--- src/rtl/tick_bcd_display.sv ---
// Counts rising edges of a slow asynchronous clock as a 4-digit BCD value and
// scans that value onto a multiplexed active-low seven-segment display.
module tick_bcd_display #(
    parameter int unsigned REFRESH_COUNT = 100000
) (
    input  logic        clk100MHz,
    input  logic        rst,
    input  logic        clk_in,
    input  logic        en,
    input  logic        up,
    input  logic        clr,
    output logic [15:0] bcd,
    output logic        tick,
    output logic [6:0]  seg,
    output logic [3:0]  an,
    output logic        dp
);

    localparam int unsigned REF_W = (REFRESH_COUNT > 1) ? $clog2(REFRESH_COUNT) : 1;
    localparam logic [REF_W-1:0] REF_LAST = REF_W'(REFRESH_COUNT - 1);

    logic             s1, s2, s3;
    logic             rise_c;
    logic [15:0]      bcd_step_c;
    logic [REF_W-1:0] ref_cnt, ref_nxt_c;
    logic [1:0]       sel, sel_nxt_c;

    // One decimal step up or down with carry/borrow rippling across digits.
    function automatic logic [15:0] bcd_step(input logic [15:0] v, input logic dir_up);
        logic [15:0] r;
        logic        carry;
        r     = v;
        carry = 1'b1;
        for (int i = 0; i < 4; i++) begin
            if (carry) begin
                if (dir_up) begin
                    if (v[4*i +: 4] == 4'd9) begin
                        r[4*i +: 4] = 4'd0;
                    end else begin
                        r[4*i +: 4] = v[4*i +: 4] + 4'd1;
                        carry       = 1'b0;
                    end
                end else begin
                    if (v[4*i +: 4] == 4'd0) begin
                        r[4*i +: 4] = 4'd9;
                    end else begin
                        r[4*i +: 4] = v[4*i +: 4] - 4'd1;
                        carry       = 1'b0;
                    end
                end
            end
        end
        return r;
    endfunction

    function automatic logic [6:0] seg_decode(input logic [3:0] d);
        logic [6:0] s;
        case (d)
            4'd0:    s = 7'b1000000;
            4'd1:    s = 7'b1111001;
            4'd2:    s = 7'b0100100;
            4'd3:    s = 7'b0110000;
            4'd4:    s = 7'b0011001;
            4'd5:    s = 7'b0010010;
            4'd6:    s = 7'b0000010;
            4'd7:    s = 7'b1111000;
            4'd8:    s = 7'b0000000;
            4'd9:    s = 7'b0010000;
            default: s = 7'b1111111;
        endcase
        return s;
    endfunction

    // Reset to all-ones so a clk_in already high at release is not an edge.
    always_ff @(posedge clk100MHz) begin
        if (rst) begin
            s1 <= 1'b1;
            s2 <= 1'b1;
            s3 <= 1'b1;
        end else begin
            s1 <= clk_in;
            s2 <= s1;
            s3 <= s2;
        end
    end

    assign rise_c     = s2 & ~s3;
    assign bcd_step_c = bcd_step(bcd, up);

    always_ff @(posedge clk100MHz) begin
        if (rst) begin
            tick <= 1'b0;
            bcd  <= 16'h0000;
        end else begin
            tick <= rise_c;
            if (clr) begin
                bcd <= 16'h0000;
            end else if (rise_c && en) begin
                bcd <= bcd_step_c;
            end
        end
    end

    always_comb begin
        ref_nxt_c = ref_cnt + REF_W'(1);
        sel_nxt_c = sel;
        if (ref_cnt == REF_LAST) begin
            ref_nxt_c = '0;
            sel_nxt_c = sel + 2'd1;
        end
    end

    // an and seg follow the next digit select so both move on the advancing edge.
    always_ff @(posedge clk100MHz) begin
        if (rst) begin
            ref_cnt <= '0;
            sel     <= 2'd0;
            an      <= 4'b1110;
            seg     <= 7'b1000000;
        end else begin
            ref_cnt <= ref_nxt_c;
            sel     <= sel_nxt_c;
            an      <= ~(4'b0001 << sel_nxt_c);
            seg     <= seg_decode(bcd[{sel_nxt_c, 2'b00} +: 4]);
        end
    end

    assign dp = 1'b1;

endmodule

--- config.mk ---
export PLATFORM = sky130hd
export DESIGN_NAME = tick_bcd_display
export DESIGN_NICKNAME = d
export VERILOG_FILES = /design/src/rtl/tick_bcd_display.sv
export SDC_FILE = /design/constraint.sdc
export NUM_CORES = 1
export LEC_CHECK = 0
export CAP_MARGIN = 10
export CORE_AREA = 2 2 101 103
export CTS_CLUSTER_SIZE = 25
export DETAILED_ROUTE_END_ITERATION = 12
export DIE_AREA = 0 0 103 105
export PLACE_DENSITY_LB_ADDON = 0.05
export SLEW_MARGIN = 20
export SYNTH_ARGS = -nofsm -noshare
export SYNTH_HDL_FRONTEND = slang
export SYNTH_SLANG_ARGS = --single-unit
export TNS_END_PERCENT = 10
--- constraint.sdc ---
create_clock -name clk100MHz -period 3.3 [get_ports clk100MHz]
set_clock_uncertainty 0.1 [all_clocks]
set_input_delay 0.825 -clock clk100MHz [delete_from_list [all_inputs] [get_ports clk100MHz]]
set_output_delay 0.825 -clock clk100MHz [all_outputs]
set_load 0.05 [all_outputs]
=== Word-level counts from Yosys, hierarchy flattened ===
Memory sizes are Yosys's and may differ from the RTL's. A register that Yosys moved wholly into a read port is not among the register bits.
Index checks and enable logic that the tools add are counted.

* Register bits after elaboration: 43
* Bits of input ports: 6
* ROM bits: 112
* Memories kept: 1
* Output and inout port bits: 29
* Word-level logic and storage cells: 66

{| class="wikitable"
|+ Memory list
! name !! depth !! bits a word !! rd ports !! clocked after Yosys merged registers in !! wr ports !! RTL line !! RTL
|-
| (no name shown) || 16 || 7 || 1 || 1 || 0 || 58 || <nowiki>case (d)</nowiki>
|}

* Add/sub/neg operators: 10
* Shift-type cells: 2
* Bitwise gates (word level): 3
* Eq/ne operators: 5
* Multiplexer cells: 24
* Reductions and logical operators: 10

{| class="wikitable"
|+ Operator list
! operator !! count
|-
| $mux 4 || 12
|-
| $add 17x1->17 const B || 1
|-
| $eq 17x17->1 const B || 1
|-
| $add 4x1->4 const B || 4
|-
| $eq 4x4->1 const B || 4
|-
| $logic_not 4->1 || 4
|-
| $shiftx 16x5->4 || 1
|-
| $sub 4x1->4 const B || 4
|-
| $mux 1 || 11
|-
| $reduce_and 2->1 || 3
|-
| $not 4->4 || 1
|-
| $reduce_or 2->1 || 2
|-
| $shl 1x2->4 const A || 1
|-
| $add 2x1->2 const B || 1
|-
| $mux 2 || 1
|-
| $and 1x1->1 || 1
|-
| $logic_and 1x1->1 || 1
|-
| $not 1->1 || 1
|}

=== Longest topological paths before layout ===
Gate-level depths: netlist of the first run.

* Depth after elaboration: 6
* Depth in mapped cells: 11
* Depth with buffers taken out: 9

=== Worst setup path before layout of the first run ===
OpenSTA, ideal clock, no wires.

* Path kind: input to register
* Start point: in up
* End point: reg bcd[14]
* Library setup time: 0.106 ns
* Slack: 0.328 ns
* Data required time: 3.094 ns
* Arrival time: 2.766 ns
* Buffers on the path: 2
* Stages: 8
* Cells stage by stage: or3_1 -> a2111o_1 -> buf_2 -> or4_1 -> buf_2 -> nor4b_1 -> o211ai_1 -> o311ai_0

* Longest elaborated chain between the ends: 4
* Elaborated cells between the ends (all ways): 7
* Those cells by class: mux (6); reduce/logical (1)

{| class="wikitable"
|+ Ends and longest elaborated chain
! element !! RTL line !! RTL
|-
| start: declaration || 10 || <nowiki>input logic up,</nowiki>
|-
| $mux 1 || 36 || <nowiki>if (dir_up) begin</nowiki>
|-
| $mux 1 (2 in a row) || 35 || <nowiki>if (carry) begin</nowiki>
|-
| $reduce_and 2->1 (no source line) || -- ||
|-
| end signal: assignment || 99 || <nowiki>bcd <= bcd_step_c;</nowiki>
|-
| end: declaration || 12 || <nowiki>output logic [15:0] bcd,</nowiki>
|}

Parallel ways exist; a longest one is shown, timed or not.
A chain may end at the register's enable or synchronous reset.

=== Worst setup path in the final report of the first run ===
Ends and elaborated chain as after synthesis.

==> flow_summary.ini, run 1 <==
[drt]
via_count = 2348
routedWlPerCell_um = 13.0
ant_nets = 0
drtPass1Iterations = 4
drt_iter0_drc = 119
postRouteWirelength_um = 6370
route.detailed.drc = 0
via_per_inst = 4.81

[timing]
period_share_pct = 91.9
setup_slack_ps = 268
period_minus_slack_ps = 3030
setup_viol = 0
maxSlewViolCount = 0
relSlewSlack_pct = 63.0
hold_ws_ps = 311
tightest_slew_ps = 553
rsz0062_at_grt = false
fmax_mhz = 330
hold_viol = 0

[place]
dp_hpwl_um = 4530
placed_cell_area_um2 = 3140
pre_cts_ws_ps = -44.7
gp_congestion = 0.727
port_buffers = 33

[synthesis]
synthArstFlopShare_pct = 0
yosysSeqAreaShare_pct = 37.4
yosysWarnings = 0
netlist_area_um2 = 2680
synth_flop_cell = dfxtp_1
yosysUniqueCellTypes = 54
syn_inst = 331
synth-edff-count = 0
avgSynthCellArea_um2 = 8.08
ys_ff_latch = 50
syn-num-nets = 339

[clock_tree]
clk_pin_slew_ps = 100
hold_buffers = 0
cts-htree-levels = 2
cts-buffers-inserted = 5
post-cts-setup-buffers = 0
cts_buffer_depth = 2
cts_tree = yes
clock-sinks = 50
clock_latency_ps = 310
ctsRootBufferMaster = clkbuf_8
cts-resized-gates = 0

[hold_path]
hp-class = reg2reg
min-delay-start = s3
hold_depth = 1
min_to = tick

[global_routing]
antenna_found_initial = 0
track_usage_pct = 12.3
grt_overflow = 0
grt_max_degree = 22
grt_pass1_wl_um = 10700
grt_pass1_vias = 2115

[finish]
utilization_pct = 33.8
fill_cells = 1046
design_area_um2 = 3260
nets = 362
diodes = 0
register_area_um2 = 1000
multi_input_area_um2 = 1500
final_cell_mix = dfxtp_1, nor2_1, clkdlybuf4s50_1
area_growth_pct = 21.9
layout-drive-gt1-share_pct = 10.7
final_common_cell = dfxtp_1

[die]
fp-row-count = 36
boundaryPins = 35
core_area_um2 = 9640
die-area_um2 = 10800
die_x_um = 103
fp.dieH_um = 105
initial_utilization_pct = 27.8

[critical_path]
reg2regPathDepth = 8
rrSetupSlack_ps = 460
path_max_fanout = 6
cp-start-kind = input port
arrival_ps = 3110
critPathCaptureType = flip-flop
crit_required_ps = 3380
worstSetupPathType = in2reg
reg2reg_to = seg[3]
rr_startpoint = ref_cnt[0]

[power_and_ir_drop]
peakVddDrop_mv = 0.163
cellPowerDensity_nw_per_um2 = 350
leakagePower_uw = 0.00109

[run_status]
status = finished clean

[run]
cap_violations = 0
==> synthesized netlist by cell type, drive strengths merged (3+ instances only) <==
| cell type | count | share of area (%) |
|---|---|---|
| dfxtp | 50 | 37 |
| nor2 | 39 | 5.5 |
| o21ai | 27 | 5.1 |
| nand2 | 24 | 3.4 |
| clkbuf | 21 | 3.0 |
| a21oi | 18 | 3.4 |
| xor2 | 16 | 5.2 |
| inv | 12 | 1.7 |
| xnor2 | 10 | 3.3 |
| buf | 9 | 1.9 |
| nand3 | 8 | 1.5 |
| nor3 | 8 | 1.5 |
| or2 | 8 | 1.9 |
| nand2b | 6 | 1.4 |
| or3 | 6 | 1.4 |
| and3 | 5 | 1.2 |
| mux2i | 5 | 1.9 |
| a222oi | 4 | 1.5 |
| nand4 | 4 | 0.94 |
| nor2b | 4 | 0.94 |
| o211ai | 4 | 1.1 |
| and4 | 3 | 0.98 |
| nor4 | 3 | 0.70 |
| nor4b | 3 | 1.2 |
| o221a | 3 | 1.3 |
==> how the worst max path moves through the flow <==
stage	start	endpoint	slack (ps)	cells past startpoint
after global placement	up	bcd[15]	-20	7
after global routing	up	bcd[14]	140	7
final	up	bcd[14]	270	7
after CTS	up	bcd[14]	290	7
after detailed placement	up	bcd[14]	-40	7
after floorplan	up	bcd[14]	330	8
==> per-stage QoR <==
step / power (uW) / cells / setup TNS (ps)
final: 1140 / 488 / 0
after global routing: 1200 / 488 / 0
after CTS: 1160 / 488 / 0
after detailed placement: 684 / 480 / -62.6
after global placement: 684 / 480 / -27.4
after floorplan: 663 / 331 / 0
==> worst max-delay path: stages <==
cell             delay, ps
clkdlybuf4s50_1        410
or3_1                  300
a2111o_1               480
or4_1                  570
buf_4                  190
o211ai_1               190
o311ai_0               150
==> cell type report <==
cell class / instances / area share (%)
clock buffers: 6 / 2.53
clock inverters: 2 / 1.19
inverters: 12 / 1.38
multi-input cells: 239 / 46.0
flip-flops and latches: 50 / 30.7
well taps: 133 / 5.10
repair buffers: 46 / 13.1
==> per-layer routing <==
metal / GRT usage (%) / part of all wire [%]
met2: 18.1 / 44
met3: 3.34 / 3.7
met4: 3.57 / 1.2
met1: 17.4 / 51
met5: 0 / 0
==> flip-flops by register name (all words and copies together) (netlist names) <==
name     cells
seg          7
s3           1
tick         1
ref_cnt     17
an           4
s2           1
sel          2
s1           1
bcd         16
==> logic make-up after synthesis <==
family	after synthesis	synth area share, %
buffers and inverters	42	6.55
and+or+nand+nor	129	25.1
xor gates and xnor gates	26	8.51
adders and majority gates	2	0.935
muxes	8	3.98
other	1	0.140
AOI/OAI and AO/OA	73	17.4
DFF	50	37.4
==> report_power, final <==
part           internal (uW)  leakage (uW)  switching, uW
registers                608      0.000404           4.40
clock network            250     0.0000618            221
logic                   21.4      0.000619           35.4
Note: power is estimated with default switching activity, not from simulation.
==> run 2: changes to the inputs <==
--- a/config.mk
+++ b/config.mk
@@ -7,7 +7,8 @@
 export LEC_CHECK = 0
+export ABC_AREA = 1
 export CAP_MARGIN = 10
-export CORE_AREA = 2 2 101 103
+export CORE_AREA = 2 2 102 104
 export CTS_CLUSTER_SIZE = 25
 export DETAILED_ROUTE_END_ITERATION = 12
-export DIE_AREA = 0 0 103 105
+export DIE_AREA = 0 0 104 106
 export PLACE_DENSITY_LB_ADDON = 0.05
==> constraint.sdc (replaced) <==
create_clock -name clk100MHz -period 3.3 [get_ports clk100MHz]
set_clock_uncertainty 0.1 [all_clocks]
set_input_delay 0.66 -clock clk100MHz [delete_from_list [all_inputs] [get_ports clk100MHz]]
set_output_delay 0.66 -clock clk100MHz [all_outputs]
set_load 0.05 [all_outputs]
==> flow_summary.ini, run 2 <==
[die]
fp-row-count = 37
die_x_um = 104
initial_utilization_pct = 27.3
core_area_um2 = 10000
fp.dieH_um = 106
boundaryPins = 35
die-area_um2 = 11000

[finish]
layout-drive-gt1-share_pct = 12.3
largest_reg_flops = 17
utilization_pct = 33.6
area_growth_pct = 22.8
final_common_cell = nand2_1
nets = 439
top_register = ref_cnt
diodes = 0
top_regs = ref_cnt (17), bcd (16), seg (7)
final_cells = 568
final_cell_mix = nand2_1, dfxtp_1, nor2_1
fill_cells = 1119

[clock_tree]
hold_buffers = 0
ctsRootBufferMaster = clkbuf_8
cts-buffers-inserted = 5
post-cts-setup-buffers = 0
clock-sinks = 50
cts-htree-levels = 2
cts_buffer_depth = 2
cts_tree = yes
clk_pin_slew_ps = 90
cts-resized-gates = 0
clock_latency_ps = 310

[critical_path]
path_cells = ha_1 > nand2_2 > nor2_8 > inv_2 > nor2_4 > nand3_1 > nand2_2 > nand2_4 > inv_2 > nand3_1 > nand2_1 > inv_2 > ha_1 > or2_0 > nand2_1 > nand2_1 > nand2_1
worstSetupPathType = reg2reg
critPathCaptureType = flip-flop
crit_required_ps = 3450
cp-start-kind = flip-flop
cpMostUsedCell = nand2_1
rrSetupSlack_ps = 810
critical-path-max-stage-delay_ps = 360
arrival_ps = 2640
path_max_fanout = 8
slowest_stage = dfxtp_1

[timing]
tightest_slew_ps = 629
setup_slack_ps = 814
hold_viol = 0
rsz0062_at_grt = false
setup_viol = 0
fmax_mhz = 402
period_minus_slack_ps = 2490
maxSlewViolCount = 0
setup-tns-final_ps = 0
relSlewSlack_pct = 57.9
period_share_pct = 75.3

[place]
dp_cells = 560
dp_hpwl_um = 4870
port_buffers = 33
gp_congestion = 0.806
pre_cts_ws_ps = 639

[synthesis]
synthArstFlopShare_pct = 0
netlist_top_cells_count = nand2_1, dfxtp_1, nor2_1, inv_1, a21oi_1
ys_ff_latch = 50
yosys.cell_count.top_type = nand2_1
synth_flop_cell = dfxtp_1
netlist_area_um2 = 2730
synth.top_cell.area_share_pct = 36.6
yosysSeqAreaShare_pct = 36.6
yosysWarnings = 0
yosysTopAreaCell = dfxtp_1
synth-edff-count = 0
yosysUniqueCellTypes = 40
syn-num-nets = 403
synth_area_leaders = dfxtp_1, nand2_1, nor2_1
syn_inst = 395
avgSynthCellArea_um2 = 6.92

[drt]
drtPass1Iterations = 4
via_per_inst = 4.46
drt_iter0_drc = 75
ant_nets = 0
route.detailed.drc = 0
routedWlPerCell_um = 11.4
postRouteWirelength_um = 6470
via_count = 2533

[global_routing]
grt_pass1_wl_um = 11400
grt_pass1_vias = 2456
grt_max_degree = 20
antenna_found_initial = 0
track_usage_pct = 12.4
grt_overflow = 0

[power_and_ir_drop]
cellPowerDensity_nw_per_um2 = 356
peakVddDrop_mv = 0.150
leakagePower_uw = 0.00139

[run_status]
status = finished clean

[run]
cap_violations = 0

[hold_path]
hp-class = reg2reg
run 2: cell count changes in the layout (fill, tap and decap cells not counted), moves of 8 or more:
cell	before	now
nand2_2	0	8
nand2_1	24	78
xor2_1	16	5
a21oi_1	18	31
inv_2	0	10
xnor2_1	10	1
nand3_1	8	29
inv_1	12	46
nor2_1	39	48
buf_4	13	3
run 2: path summary, 6_finish.rpt:
path                            startpoint  endpoint  cells after the start
worst max register to register  ref_cnt[0]    seg[3]                     17
worst min-delay path                    s1        s2                      1
worst min register to register          s1        s2                      1
worst max-delay path            ref_cnt[0]    seg[3]                     17
run 2: power by group:
group	switching (uW)	internal, uW
sequential	3.57	609
clock	219	304
combinational	37.8	20.6
total	260	933
run 2: cell type report:
type | instances | area, um^2 | area share (%)
Tap cell | 136 | 170 | 5.07
Timing Repair Buffer | 36 | 353 | 10.5
Clock buffer | 5 | 68.8 | 2.05
Inverter | 56 | 210 | 6.26
Clock inverter | 3 | 68.8 | 2.05
Multi-Input combinational cell | 282 | 1480 | 44.2
Sequential cell | 50 | 1000 | 29.8
run 2: logic make-up (layout without fill, tap and decap cells):
family	after synthesis	after routing	synth area share [%]
AND/OR/NAND/NOR	203	203	37.7
flip-flops	50	50	36.6
XOR/XNOR	6	6	1.92
buffers and inverters	63	100	9.07
adder cells (fa/ha/maj)	2	2	0.916
AO/OA/AOI/OAI	70	70	13.6
other	1	1	0.137
run 2: per-layer routing:
layer	GRT usage (%)	up-vias	part of all wire, %
li1	-	1347	-
met1	15.7	1146	49
met2	21.8	34	47
met3	2.27	6	3.3
met4	3.19	0	1.2
met5	0	-	0
run 2: critical path: cells and delay by family (launching register included):
| family | cells | cell delay (ps) |
|---|---|---|
| flops | 1 | 360 |
| buf+inv | 3 | 220 |
| simple gates | 12 | 1220 |
| fa+ha+maj | 2 | 500 |
run 2: per-stage QoR:
| step | total power, uW | cell area, um^2 | hold slack (ps) |
|---|---|---|---|
| after global routing | 1250 | 3360 | 348 |
| after CTS | 1220 | 3360 | 323 |
| final | 1190 | 3360 | 316 |
| after detailed placement | 686 | 3220 | 297 |
| after floorplan | 666 | 2730 | 289 |
| after global placement | 687 | 3220 | 290 |
==> run 3: changes to the inputs <==
clock period = 2.6 ns   (was 3.3 ns; I/O delays follow)
==> flow_summary.ini, run 3 (synthesized netlist as in run 2, its figures left out) <==
[global_routing]
grt_max_degree = 20
grt_pass1_wl_um = 11400
use_met2_pct = 20.0
grt_overflow = 0
grt_pass1_vias = 2370
track_usage_pct = 12.6
gr-usage-met3_pct = 2.58
antenna_found_initial = 0
use_met1_pct = 17.3
top_usage_layer = met2

[critical_path]
critPathCaptureType = flip-flop
slowest_stage = dfxtp_2
cp-start-kind = flip-flop
rr_startpoint = ref_cnt[0]
critPathLaunch = ref_cnt[0]
critical-path-max-stage-delay_ps = 350
crit_family = simple AND/OR/NAND/NOR gates
arrival_ps = 2540
path_buf_inv = 3
crit_required_ps = 2760
rrSetupSlack_ps = 220
path_max_fanout = 8
path_cells = ha_1 > nand2_2 > nor2_8 > inv_2 > nor2_4 > nand3_1 > nand2_2 > nand2_4 > inv_2 > nand3_1 > nand2_2 > inv_2 > ha_1 > or2_0 > nand2_1 > nand2_1 > nand2_1
worstSetupPathType = reg2reg

[drt]
via_per_inst = 4.29
postRouteWirelength_um = 6440
via_count = 2452
routedWlPerCell_um = 11.3
route.detailed.drc = 0
drt_iter0_drc = 95
ant_nets = 0
drtPass1Iterations = 4

[power_and_ir_drop]
p_sw_uw = 327
internal-power_uw = 1190
comb_power_share_pct = 5.1
leakagePower_uw = 0.00141
peakVddDrop_mv = 0.189
p_sw_share_pct = 21.6
clkPwrFrac_pct = 43.6
p_seq_share_pct = 51.3
cellPowerDensity_nw_per_um2 = 447

[finish]
largest_reg_flops = 17
final_cell_mix = nand2_1, dfxtp_1, nor2_1
final_common_cell = nand2_1
diodes = 0
top_register = ref_cnt
area_growth_pct = 24.0
nets = 443
top_regs = ref_cnt (17), bcd (16), seg (7)
layout-drive-gt1-share_pct = 13.5
fill_cells = 1092

[place]
pre_cts_ws_ps = 185
dp_hpwl_um = 5010
port_buffers = 33
gp_congestion = 0.839

[die]
core_area_um2 = 10000
fp-row-count = 37
die-area_um2 = 11000
fp.dieH_um = 106
die_x_um = 104
initial_utilization_pct = 27.3
boundaryPins = 35

[clock_tree]
ctsRootBufferMaster = clkbuf_8
post-cts-setup-buffers = 0
cts_tree = yes
cts-htree-levels = 2
cts_buffer_depth = 2
cts-buffers-inserted = 5
clk_pin_slew_ps = 100
clock_latency_ps = 310
clock-sinks = 50

[timing]
period_minus_slack_ps = 2380
period_share_pct = 91.7
rsz0062_at_grt = false
tightest_slew_ps = 507
maxSlewViolCount = 0
hold_ws_ps = 317
fmax_mhz = 419
setup_viol = 0
setup-tns-final_ps = 0
relSlewSlack_pct = 66.1
setup_slack_ps = 216
hold_viol = 0

[hold_path]
min-delay-start = s1
hp-class = reg2reg

[run_status]
status = finished clean

[run]
cap_violations = 0
## run 3: changes by cell type in the layout (fill, tap and decap cells not counted)
cell     previous run  this run
dfxtp_2             0         1
dfxtp_1            50        49
nand2_2             8         9
buf_4               3         7
nand2_1            78        77
## run 3: final cells by class
cell class	count	area (um^2)	share of cell area (%)
clock inverter	3	68.8	2.03
inverter	56	210	6.20
clock buffer	5	68.8	2.03
sequential	50	1000	29.6
timing repair buffer	40	383	11.3
tap	136	170	5.02
multi-input combinational	282	1490	43.9
## run 3: per-stage QoR
| step | utilization (%) | total power [uW] | std cells | instance area (um^2) |
|---|---|---|---|---|
| after floorplan | - | 845 | 395 | 2730 |
| after global placement | 32.5 | 875 | 564 | 3250 |
| after detailed placement | 32.5 | 874 | 564 | 3250 |
| after CTS | 33.9 | 1550 | 572 | 3390 |
| after global routing | 33.9 | 1590 | 572 | 3390 |
| final | 33.9 | 1520 | 572 | 3390 |
## run 3: final timing paths
kind | cells past startpoint | to
hold reg to reg | 1 | s2
setup reg to reg | 17 | seg[3]
setup / recovery | 17 | seg[3]
hold / removal | 1 | s2
## run 3: timing repair
action | 4_1_cts | 5_1_grt
gates resized for setup | 0 | 2
hold buffers | 0 | 0
setup endpoints to repair | 0 | 1
## run 3: worst reg2reg max path: stages (launching register included)
cell	delay, ps
dfxtp_2	350
ha_1	180
nand2_2	100
nor2_8	140
inv_2	60
nor2_4	110
nand3_1	100
nand2_2	100
nand2_4	90
inv_2	90
nand3_1	90
nand2_2	100
inv_2	60
ha_1	290
or2_0	220
nand2_1	70
nand2_1	50
nand2_1	40
## run 3: power groups by stage
stage / clock [uW] / sequential [uW] / combinational, uW
detailed placement: 0 / 796 / 78.6
global route: 719 / 779 / 88.1
finish: 660 / 778 / 77.3
global placement: 0 / 795 / 79.4
floorplan: 0 / 801 / 44.4
CTS: 692 / 778 / 78.7
## run 3: routing by layer
metal / wire length (um) / part of all wire (%) / up-vias
met5: 0 / 0 / -
met3: 179 / 2.8 / 7
li1: - / - / 1351
met4: 89 / 1.4 / 0
met2: 2910 / 45 / 29
met1: 3270 / 51 / 1065
